===== config.mk =====
export PLATFORM = sky130hd
export DESIGN_NAME = ssp_tx_ctrl
export DESIGN_NICKNAME = d
export VERILOG_FILES = /design/src/rtl/ssp_pkg.sv /design/src/rtl/ssp_clk_div.sv /design/src/rtl/ssp_tx_ctrl.sv
export SDC_FILE = /design/constraint.sdc
export NUM_CORES = 1
export LEC_CHECK = 0
export CAP_MARGIN = 20
export CELL_PAD_IN_SITES_DETAIL_PLACEMENT = 0
export CELL_PAD_IN_SITES_GLOBAL_PLACEMENT = 2
export CORE_AREA = 4 4 60 62
export CTS_CLUSTER_DIAMETER = 60
export DETAILED_ROUTE_END_ITERATION = 8
export DIE_AREA = 0 0 64 66
export PLACE_DENSITY_LB_ADDON = 0.12
export SLEW_MARGIN = 15
export SYNTH_ARGS = -nofsm -noshare
export SYNTH_HDL_FRONTEND = slang
export SYNTH_HIERARCHICAL = 1
export SYNTH_SLANG_ARGS = --single-unit

===== constraint.sdc =====
create_clock -name PCLK -period 2.4 [get_ports PCLK]
set_clock_uncertainty 0.15 [all_clocks]
set_input_delay 0.72 -clock PCLK [delete_from_list [all_inputs] [get_ports PCLK]]
set_output_delay 0.72 -clock PCLK [all_outputs]
set_load 0.05 [all_outputs]

===== src/rtl/ssp_pkg.sv =====
// Shared definitions for the SSP transmit and receive controllers.
// Holds the state encoding, the default frame width and the serial clock ratio.
package ssp_pkg;

  localparam int SSP_WORD_BITS = 8;
  localparam int SSP_CLK_DIV   = 2;

  typedef enum logic [1:0] {
    IDLE  = 2'd0,
    FRAME = 2'd1,
    DATA  = 2'd2
  } ssp_state_e;

endpackage


===== src/rtl/ssp_clk_div.sv =====
// Serial clock divider shared by the SSP transmit and receive sides.
// clk_q toggles every PCLK; tick marks the PCLK edges on which clk_q rises.
module ssp_clk_div (
  input  logic PCLK,
  input  logic CLEAR_B,
  output logic clk_q,
  output logic tick
);

  // divide-by-two toggle, parked low while in reset
  always_ff @(posedge PCLK) begin
    if (!CLEAR_B) begin
      clk_q <= 1'b0;
    end else begin
      clk_q <= ~clk_q;
    end
  end

  assign tick = ~clk_q;

endmodule


===== src/rtl/ssp_tx_ctrl.sv =====
// SSP transmit controller: pops words from the TX FIFO and shifts them out MSB-first,
// each frame preceded by one serial-clock period of frame sync.
module ssp_tx_ctrl
  import ssp_pkg::*;
#(
  parameter int WORD_BITS = SSP_WORD_BITS
) (
  input  logic                 PCLK,
  input  logic                 CLEAR_B,
  input  logic                 ValidWord,
  input  logic [WORD_BITS-1:0] TxData,
  output logic                 NextWord,
  output logic                 SSPCLKOUT,
  output logic                 SSPFSSOUT,
  output logic                 SSPTXD,
  output logic                 SSPOE_B,
  output logic                 SSPBUSY
);

  localparam int CNT_W = $clog2(WORD_BITS);

  logic                 clk_q_s;
  logic                 tick_s;
  ssp_state_e           state_r;
  logic [WORD_BITS-1:0] shift_r;
  logic [CNT_W-1:0]     bitcnt_r;
  logic                 next_word_r;
  logic                 fss_r;
  logic                 txd_r;
  logic                 oe_b_r;
  logic                 busy_r;

  ssp_clk_div u_clk_div (
    .PCLK    (PCLK),
    .CLEAR_B (CLEAR_B),
    .clk_q   (clk_q_s),
    .tick    (tick_s)
  );

  // frame sequencer; everything except the pop strobe moves only on ticks
  always_ff @(posedge PCLK) begin
    if (!CLEAR_B) begin
      state_r     <= IDLE;
      shift_r     <= {WORD_BITS{1'b0}};
      bitcnt_r    <= {CNT_W{1'b0}};
      next_word_r <= 1'b0;
      fss_r       <= 1'b0;
      txd_r       <= 1'b0;
      oe_b_r      <= 1'b1;
      busy_r      <= 1'b0;
    end else begin
      next_word_r <= 1'b0;
      if (tick_s) begin
        case (state_r)
          IDLE: begin
            if (ValidWord) begin
              shift_r     <= TxData;
              next_word_r <= 1'b1;
              fss_r       <= 1'b1;
              busy_r      <= 1'b1;
              state_r     <= FRAME;
            end else begin
              state_r     <= IDLE;
            end
          end
          FRAME: begin
            fss_r    <= 1'b0;
            txd_r    <= shift_r[WORD_BITS-1];
            oe_b_r   <= 1'b0;
            bitcnt_r <= CNT_W'(WORD_BITS - 1);
            state_r  <= DATA;
          end
          DATA: begin
            if (bitcnt_r != {CNT_W{1'b0}}) begin
              shift_r  <= {shift_r[WORD_BITS-2:0], 1'b0};
              txd_r    <= shift_r[WORD_BITS-2];
              bitcnt_r <= bitcnt_r - CNT_W'(1);
            end else begin
              // LSB period done: release the pad, then chain or go idle
              oe_b_r <= 1'b1;
              txd_r  <= 1'b0;
              if (ValidWord) begin
                shift_r     <= TxData;
                next_word_r <= 1'b1;
                fss_r       <= 1'b1;
                state_r     <= FRAME;
              end else begin
                busy_r  <= 1'b0;
                state_r <= IDLE;
              end
            end
          end
          default: begin
            fss_r   <= 1'b0;
            txd_r   <= 1'b0;
            oe_b_r  <= 1'b1;
            busy_r  <= 1'b0;
            state_r <= IDLE;
          end
        endcase
      end
    end
  end

  assign NextWord  = next_word_r;
  assign SSPCLKOUT = clk_q_s;
  assign SSPFSSOUT = fss_r;
  assign SSPTXD    = txd_r;
  assign SSPOE_B   = oe_b_r;
  assign SSPBUSY   = busy_r;

endmodule

==> results of run 1 <==
[through the flow]
step / std cells / worst slack (ns)
5_1_grt: 170 / 0.0202
6_report: 170 / 0.0901
4_1_cts: 170 / 0.0372
2_1_floorplan: 108 / 0.748
3_3_place_gp: 166 / 0.227
3_5_place_dp: 166 / 0.220
[path summary, 6_finish.rpt]
kind | depth (start not counted) | to | startpoint
setup / recovery | 1 | SSPOE_B | SSPOE_B
hold / removal | 1 | u_clk_div/clk_q | u_clk_div/clk_q
setup reg to reg | 5 | shift_r[6] | state_r[0]
hold reg to reg | 1 | u_clk_div/clk_q | u_clk_div/clk_q
[sequential cells by signal (all words and copies together), names as in the netlist]
signal / cells
shift_r: 8
bitcnt_r: 3
state_r: 2
NextWord: 1
SSPBUSY: 1
SSPFSSOUT: 1
SSPOE_B: 1
SSPTXD: 1
u_clk_div/clk_q: 1
[layout make-up]
cell class                 count  area (um2)  share of cell area
clock buffer                   4        26.3              0.0220
inverter                       7        26.3              0.0220
multi-input combinational     78         532               0.445
sequential                    19         380               0.318
tap                           44        55.1              0.0461
timing repair buffer          18         175               0.147
[repair_timing]
| action | in CTS | in global routing |
|---|---|---|
| resized for setup | 0 | 1 |
| setup buffers | 0 | 0 |
| endpoints found under the setup margin | 0 | 1 |
[logic make-up after synthesis]
kind of cell | Yosys count | synth area share
adder cells (fa/ha/maj) | 6 | 0.0767
flip-flops | 19 | 0.389
multiplexers | 2 | 0.0205
AO/OA/AOI/OAI | 28 | 0.228
buffers and inverters | 11 | 0.0678
AND/OR/NAND/NOR | 42 | 0.219
[worst register-to-register path, cell delays in order (launching register included)]
cell       delay (ns)
dfxtp_1          0.37
inv_1            0.08
ha_1             0.33
o2111ai_2        0.60
nand4_1          0.16
o211ai_1         0.13
[Yosys cell counts (all sizes together) (2+ instances only)]
cell type    count
dfxtp           19
nand2           18
o211ai           8
inv              7
nand4            7
a21oi            6
ha               6
nor2             6
o21ai            6
nand2b           4
a311oi           2
buf              2
dlygate4sd1      2
mux2i            2
nand3            2
nor3             2
[routing by layer]
layer | wire, um | track usage | vias to the layer above
met3 | 89 | 0.0255 | 2
met5 | 0 | 0 | -
met4 | 15 | 0.0566 | 0
li1 | - | - | 425
met1 | 1110 | 0.150 | 367
met2 | 933 | 0.173 | 13
[power by group through the flow]
stage | Clock, mW | Sequential (mW) | Combinational, mW
after detailed placement | 0 | 0.360 | 0.182
after floorplan | 0 | 0.384 | 0.103
after global placement | 0 | 0.360 | 0.181
after CTS | 0.179 | 0.353 | 0.183
final | 0.167 | 0.353 | 0.181
after global routing | 0.198 | 0.357 | 0.200
==> results.py, run 1 <==
metrics = {
    "outcome": {
        "status": "finished clean",
    },
    "timing": {
        "finalHoldWorstSlack_ns": 0.311,
        "maxSlewHeadroom": 0.558,
        "maxSlewViolCount": 0,
        "setup_viol": 0,
        "report.final.hold_viol_count": 0,
        "fmax_mhz": 433,
        "tightest_slew_ns": 0.664,
        "fin_crit_ns": 2.31,
        "min_period_over_period": 0.962,
        "rsz0062_at_grt": "no",
        "fin_tns_setup_ns": 0,
    },
    "placed_design": {
        "dpl.hpwl_mm": 1.52,
        "gp_congestion": 0.746,
        "io_buffers": 16,
        "post_dp_cell_area_mm2": 0.00117,
    },
    "drt": {
        "wl_per_cell_um": 12.6,
        "drtIter0Drc": 11,
        "wirelength_mm": 2.15,
        "drcViolationCount": 0,
        "via_count": 807,
        "drtAntennaViolNets": 0,
        "dr.pass1.iters": 4,
        "viasPerCell": 4.75,
    },
    "power_and_ir_drop": {
        "p_int_uw": 477,
        "p_total_uw": 700,
        "pwr-share-seq": 0.504,
        "p_comb_frac": 0.258,
        "power_density_mw_per_mm2": 586,
        "peakVddDrop_v": 0.000225,
        "p_leak_nw": 0.423,
        "net-switching-power_uw": 223,
        "swShare": 0.319,
        "clock_power_share": 0.238,
    },
    "final_layout": {
        "fin_area_mm2": 0.00119,
        "final_core_util": 0.395,
        "diodes": 0,
        "drive_gt1_frac": 0.127,
        "n_fill_cell": 329,
        "final_cell_mix": "19 x dfxtp_1, 18 x nand2_1, 14 x clkdlybuf4s50_1, 7 x nand4_1",
        "area_delta_synth_final_pct": 22.1,
        "nNetsFinal": 144,
        "layout_commonest_cell": "dfxtp_1",
    },
    "clock_network": {
        "numClockSinks": 19,
        "root_buffer": "clkbuf_4",
        "cts_buffers": 3,
        "cts_buffer_depth": 2,
        "cts_tree": "done",
        "clock_latency_ns": 0.30,
        "ctsHtreeMaxLevel": 1,
        "cts_hold_buf": 0,
        "clk_pin_slew_ns": 0.11,
    },
    "global_routing": {
        "grt_start_max_net_pins": 22,
        "antenna_found_initial": 0,
        "grt_pass1_wl_mm": 3.80,
        "grt-ovfl-total": 0,
        "track_usage": 0.114,
        "grt_pass1_vias": 821,
    },
    "worst_setup_path": {
        "path_buf_inv": 1,
        "slowest_stage": "clkdlybuf4s50_1",
        "worstPathArrival_ns": 1.44,
        "r2r_setup_slack_ns": 0.52,
        "worstPathMaxFanout": 2,
        "cp-end-kind": "output pin",
        "worstPathCellList": "clkdlybuf4s50_1",
        "cpPeakStageDelay_ns": 0.80,
        "worstSetupPathType": "flip-flop to output pin",
        "worstPathRequired_ns": 1.53,
        "crit_family": "buffers and inverters",
        "cp-start-kind": "flip-flop",
    },
    "floorplan": {
        "die_area_mm2": 0.00422,
        "rows": 20,
        "die_w_um": 64,
        "start_util": 0.323,
        "die_height_um": 66,
        "ios": 17,
        "core_area_mm2": 0.00303,
    },
    "synthesis": {
        "avgSynthCellArea_um2": 9.06,
        "netlist_instances": 108,
        "synth_fp_nets": 125,
        "synth_warnings": 6,
        "synth_top_area_share": 0.389,
        "synth-edff-count": 0,
        "ys_seq_area_frac": 0.389,
        "yosys_most_used_dff": "dfxtp_1",
        "netlist.top_cell.by_area": "dfxtp_1",
        "ys_types": 32,
        "syn_area_um2": 978,
        "ys_ff_latch": 19,
        "ys_async_sr_fraction": 0,
        "yosys-top-cells-area": "dfxtp_1 39%, ha_1 7.7%, nand2_1 6.9%, o211ai_1 4.6%, nand4_1 4.5%",
    },
    "min_path": {
        "hp-class": "flip-flop to flip-flop",
    },
    "run": {
        "drv_cap": 0,
    },
}
Power figures use the tool's default switching activity.
==> inputs of run 2 (changes only) <==
--- a/config.mk
+++ b/config.mk
@@ -8,11 +8,13 @@
 export CAP_MARGIN = 20
 export CELL_PAD_IN_SITES_DETAIL_PLACEMENT = 0
 export CELL_PAD_IN_SITES_GLOBAL_PLACEMENT = 2
-export CORE_AREA = 4 4 60 62
+export CORE_AREA = 4 4 56 58
 export CTS_CLUSTER_DIAMETER = 60
 export DETAILED_ROUTE_END_ITERATION = 8
-export DIE_AREA = 0 0 64 66
+export DIE_AREA = 0 0 60 62
+export DONT_BUFFER_PORTS = 1
 export PLACE_DENSITY_LB_ADDON = 0.12
+export SETUP_SLACK_MARGIN = 0.02
 export SLEW_MARGIN = 15
 export SYNTH_ARGS = -nofsm -noshare
 export SYNTH_HDL_FRONTEND = slang
==> results.py, run 2 (synthesis results as in run 1) <==
metrics = {
    "outcome": {
        "status": "finished clean",
    },
    "global_routing": {
        "antenna_found_initial": 0,
        "track_usage": 0.119,
        "grt_pass1_wl_mm": 3.31,
        "grt_pass1_vias": 736,
        "grt_start_max_net_pins": 23,
        "grt-ovfl-total": 0,
    },
    "worst_setup_path": {
        "r2r_end": "shift_r[6]",
        "worstPathMaxFanout": 11,
        "r2r_cells": 6,
        "worstPathArrival_ns": 2.04,
        "cp-end-kind": "flip-flop",
        "startpoint": "state_r[0]",
        "cpPeakStageDelay_ns": 0.45,
        "worstPathRequired_ns": 2.48,
        "r2r-start": "state_r[0]",
        "r2r_setup_slack_ns": 0.43,
        "worstSetupPathType": "flip-flop to flip-flop",
        "slowest_stage": "a211oi_4",
        "worstPathCellList": "inv_1 -> ha_1 -> o211ai_2 -> a211oi_4 -> nand2_1 -> o211ai_1",
        "cp-start-kind": "flip-flop",
    },
    "clock_network": {
        "cts_buffers": 3,
        "cts_buffer_depth": 2,
        "root_buffer": "clkbuf_4",
        "cts_hold_buf": 0,
        "numClockSinks": 19,
        "cts_resized": 0,
        "post_cts_buffers": 0,
        "cts_tree": "done",
        "clock_latency_ns": 0.29,
        "ctsHtreeMaxLevel": 1,
        "clk_pin_slew_ns": 0.12,
    },
    "timing": {
        "fmax_mhz": 509,
        "fin_tns_setup_ns": 0,
        "tightest_slew_ns": 0.649,
        "min_period_over_period": 0.819,
        "report.final.hold_viol_count": 0,
        "rsz0062_at_grt": "no",
        "timing.final.ws_setup_ns": 0.434,
        "fin_crit_ns": 1.97,
        "maxSlewHeadroom": 0.567,
        "maxSlewViolCount": 0,
        "setup_viol": 0,
    },
    "final_layout": {
        "layout_commonest_cell": "dfxtp_1",
        "final_cell_mix": "19 x dfxtp_1, 18 x nand2_1, 7 x nand4_1",
        "multi_input_area_um2": 532,
        "nNetsFinal": 127,
        "final-seq-area_um2": 380,
        "regMostFlops": "shift_r",
        "area_delta_synth_final_pct": 3.45,
        "diodes": 0,
        "stdcell_count": 140,
        "n_fill_cell": 285,
        "drive_gt1_frac": 0.138,
        "largest_register_ff_count": 8,
        "reg_top3": "shift_r (8), bitcnt_r (3), state_r (2)",
    },
    "placed_design": {
        "pre_cts_ws_ns": 0.424,
        "dp.cells": 136,
        "io_buffers": 0,
        "gp_congestion": 0.721,
        "dpl.hpwl_mm": 1.44,
    },
    "floorplan": {
        "ios": 17,
        "die_area_mm2": 0.00372,
        "start_util": 0.367,
        "core_area_mm2": 0.00266,
        "die_w_um": 60,
        "die_height_um": 62,
        "rows": 19,
    },
    "min_path": {
        "hp-start": "shift_r[0]",
        "hold_end": "shift_r[1]",
        "hold_depth": 2,
        "hp-class": "flip-flop to flip-flop",
    },
    "drt": {
        "viasPerCell": 5.26,
        "drcViolationCount": 0,
        "wl_per_cell_um": 13.6,
        "dr.pass1.iters": 4,
        "via_count": 736,
        "drtAntennaViolNets": 0,
        "wirelength_mm": 1.91,
        "drtIter0Drc": 24,
    },
    "run": {
        "drv_cap": 0,
    },
    "power_and_ir_drop": {
        "peakVddDrop_v": 0.000304,
        "p_leak_nw": 0.343,
        "power_density_mw_per_mm2": 649,
    },
}
run 2: changes by cell type in the layout (fill, tap and decap cells not counted):
cell,previous run,this run
dlymetal6s2s_1,1,0
clkbuf_1,1,0
clkdlybuf4s50_1,14,0
buf_4,3,1
clkinv_2,0,1
run 2: through the flow:
step                      total power [mW]  cell area (um2)  utilization  hold slack (ns)
final                                0.657             1010        0.380            0.319
after global placement               0.503              985        0.370            0.314
after CTS                            0.671             1010        0.380            0.330
after global routing                 0.698             1010        0.380            0.338
after floorplan                      0.487              978            -            0.297
after detailed placement             0.502              985        0.370            0.318
run 2: how the worst max path moves through the flow:
stage / endpoint / cells past startpoint / slack, ns
6_report: shift_r[6] / 6 / 0.43
5_1_grt: shift_r[6] / 6 / 0.23
4_1_cts: shift_r[2] / 6 / 0.41
3_5_place_dp: shift_r[2] / 6 / 0.42
3_3_place_gp: shift_r[7] / 6 / 0.47
2_1_floorplan: shift_r[0] / 5 / 0.75
run 2: power breakdown:
group	internal, mW	total (mW)	switching (mW)
logic	0.0460	0.119	0.0727
clock network	0.0620	0.162	0.100
registers	0.339	0.376	0.0362
run 2: worst max-delay path: cells and delay by family, from the launching register on:
kind	cells	cell delay, ns
flip-flops	1	0.34
adder cells (fa/ha/maj)	1	0.36
buffers and inverters	1	0.10
AO/OA/AOI/OAI	3	0.85
AND/OR/NAND/NOR	1	0.10
run 2: layout make-up:
type | count | share of cell area
Clock buffer | 3 | 0.0222
Clock inverter | 1 | 0.00494
Inverter | 7 | 0.0260
Multi-Input combinational cell | 78 | 0.525
Sequential cell | 19 | 0.376
Tap cell | 31 | 0.0383
Timing Repair Buffer | 1 | 0.00742
run 2: per-layer routing:
metal | track usage | routed length (um)
met3 | 0.0372 | 102
met1 | 0.161 | 954
met5 | 0 | 0
met2 | 0.171 | 834
met4 | 0.0570 | 19
==> inputs of run 3 (changes only) <==
--- a/config.mk
+++ b/config.mk
@@ -8,10 +8,10 @@
 export CAP_MARGIN = 20
 export CELL_PAD_IN_SITES_DETAIL_PLACEMENT = 0
 export CELL_PAD_IN_SITES_GLOBAL_PLACEMENT = 2
-export CORE_AREA = 4 4 56 58
+export CORE_AREA = 4 4 58 60
 export CTS_CLUSTER_DIAMETER = 60
 export DETAILED_ROUTE_END_ITERATION = 8
-export DIE_AREA = 0 0 60 62
+export DIE_AREA = 0 0 62 64
 export DONT_BUFFER_PORTS = 1
 export PLACE_DENSITY_LB_ADDON = 0.12
 export SETUP_SLACK_MARGIN = 0.02
==> constraint.sdc (replaced) <==
create_clock -name PCLK -period 1.95 [get_ports PCLK]
set_clock_uncertainty 0.15 [all_clocks]
set_input_delay 0.585 -clock PCLK [delete_from_list [all_inputs] [get_ports PCLK]]
set_output_delay 0.585 -clock PCLK [all_outputs]
set_load 0.05 [all_outputs]
==> results.py, run 3 (synthesis results as in run 1) <==
metrics = {
    "outcome": {
        "status": "finished clean",
    },
    "final_layout": {
        "regMostFlops": "shift_r",
        "n_fill_cell": 304,
        "final_cell_mix": "19 x dfxtp_1, 18 x nand2_1, 7 x nand4_1, 6 x inv_1, 6 x o211ai_1",
        "drive_gt1_frac": 0.161,
        "area_delta_synth_final_pct": 6.14,
        "largest_register_ff_count": 8,
        "reg_top3": "shift_r (8), bitcnt_r (3), state_r (2)",
        "nNetsFinal": 130,
        "layout_commonest_cell": "dfxtp_1",
        "diodes": 0,
    },
    "worst_setup_path": {
        "worstSetupPathType": "flip-flop to flip-flop",
        "cp-start-kind": "flip-flop",
        "slowest_stage": "a211oi_4",
        "cp-end-kind": "flip-flop",
        "worstPathCellList": "inv_1 -> ha_1 -> o211ai_2 -> a211oi_4 -> nand2_1 -> o211ai_1",
        "path_buf_inv": 1,
        "crit_cells": 6,
        "r2r_cells": 6,
        "worstPathRequired_ns": 2.02,
        "worstPathMaxFanout": 7,
        "r2r_setup_slack_ns": 0.21,
        "cpPeakStageDelay_ns": 0.39,
        "worstPathArrival_ns": 1.81,
        "crit_family": "compound AO/OA/AOI/OAI gates",
    },
    "drt": {
        "drtIter0Drc": 29,
        "dr.pass1.iters": 4,
        "drtAntennaViolNets": 0,
        "drcViolationCount": 0,
        "viasPerCell": 5.23,
        "wirelength_mm": 2.07,
        "wl_per_cell_um": 14.3,
        "via_count": 758,
    },
    "timing": {
        "setup_viol": 0,
        "fin_crit_ns": 1.74,
        "finalHoldWorstSlack_ns": 0.221,
        "fin_tns_setup_ns": 0,
        "maxSlewViolCount": 0,
        "rsz0062_at_grt": "no",
        "maxSlewHeadroom": 0.649,
        "min_period_over_period": 0.892,
        "timing.final.ws_setup_ns": 0.211,
        "fmax_mhz": 575,
        "tightest_slew_ns": 0.526,
        "report.final.hold_viol_count": 0,
    },
    "placed_design": {
        "io_buffers": 0,
        "pre_cts_ws_ns": 0.175,
        "dpl.hpwl_mm": 1.52,
        "gp_congestion": 0.817,
    },
    "clock_network": {
        "cts_buffers": 3,
        "clock_latency_ns": 0.29,
        "clk_pin_slew_ns": 0.11,
        "cts_hold_buf": 0,
        "cts_resized": 0,
        "ctsHtreeMaxLevel": 1,
        "numClockSinks": 19,
        "root_buffer": "clkbuf_4",
        "post_cts_buffers": 0,
        "cts_buffer_depth": 2,
        "cts_tree": "done",
    },
    "power_and_ir_drop": {
        "p_leak_nw": 0.352,
        "power_density_mw_per_mm2": 789,
        "peakVddDrop_v": 0.000523,
        "p_total_uw": 819,
    },
    "floorplan": {
        "die_area_mm2": 0.00397,
        "die_height_um": 64,
        "start_util": 0.334,
        "die_w_um": 62,
        "rows": 20,
        "core_area_mm2": 0.00293,
        "ios": 17,
    },
    "global_routing": {
        "antenna_found_initial": 0,
        "grt_start_max_net_pins": 23,
        "grt-ovfl-total": 0,
        "grt_pass1_wl_mm": 3.58,
        "grt_pass1_vias": 734,
        "track_usage": 0.121,
    },
    "min_path": {
        "hp-class": "input port to flip-flop",
        "hold_depth": 1,
    },
    "run": {
        "drv_cap": 0,
    },
}
## run 3: cell types whose count changed in the layout (fill, tap and decap cells not counted)
cell      change
ha_1          -1
clkinv_2      -1
clkbuf_1      +1
buf_4         +3
ha_2          +1
## run 3: metal layers
| metal | track usage | up-vias | part of all wire |
|---|---|---|---|
| met5 | 0 | - | 0 |
| met4 | 0.0318 | 0 | 0.0072 |
| met3 | 0.0606 | 2 | 0.060 |
| met2 | 0.157 | 15 | 0.42 |
| met1 | 0.173 | 342 | 0.51 |
| li1 | - | 399 | - |
## run 3: worst paths after layout
check,start,to
max reg2reg,state_r[0],shift_r[7]
max,state_r[0],shift_r[7]
min,CLEAR_B,SSPOE_B
min reg2reg,state_r[0],state_r[0]
## run 3: worst reg2reg max path: cells and delay by family (launching register included)
| kind | cells | cell delay (ns) |
|---|---|---|
| buf+inv | 1 | 0.11 |
| flops | 1 | 0.34 |
| fa+ha+maj | 1 | 0.31 |
| simple gates | 1 | 0.11 |
| compound gates | 3 | 0.65 |
## run 3: report_power, final
| part | switching [mW] | leakage, nW | internal, mW | total [mW] |
|---|---|---|---|---|
| logic | 0.0939 | 0.181 | 0.0623 | 0.156 |
| clock network | 0.121 | 0.0150 | 0.0796 | 0.201 |
| registers | 0.0442 | 0.156 | 0.418 | 0.462 |
| total | 0.260 | 0.352 | 0.560 | 0.819 |
## run 3: stage by stage
step | area (um2) | std cells | util
floorplan | 978 | 108 | -
global placement | 1010 | 141 | 0.345
CTS | 1040 | 145 | 0.354
finish | 1040 | 145 | 0.355
detailed placement | 1010 | 141 | 0.345
global route | 1040 | 145 | 0.355
## run 3: cell type report
cell class	instances	area (um2)	area share
tap	33	41.3	0.0398
timing repair buffer	4	30.0	0.0289
inverter	7	26.3	0.0253
multi-input combinational	78	534	0.514
sequential	19	380	0.366
clock buffer	4	26.3	0.0253
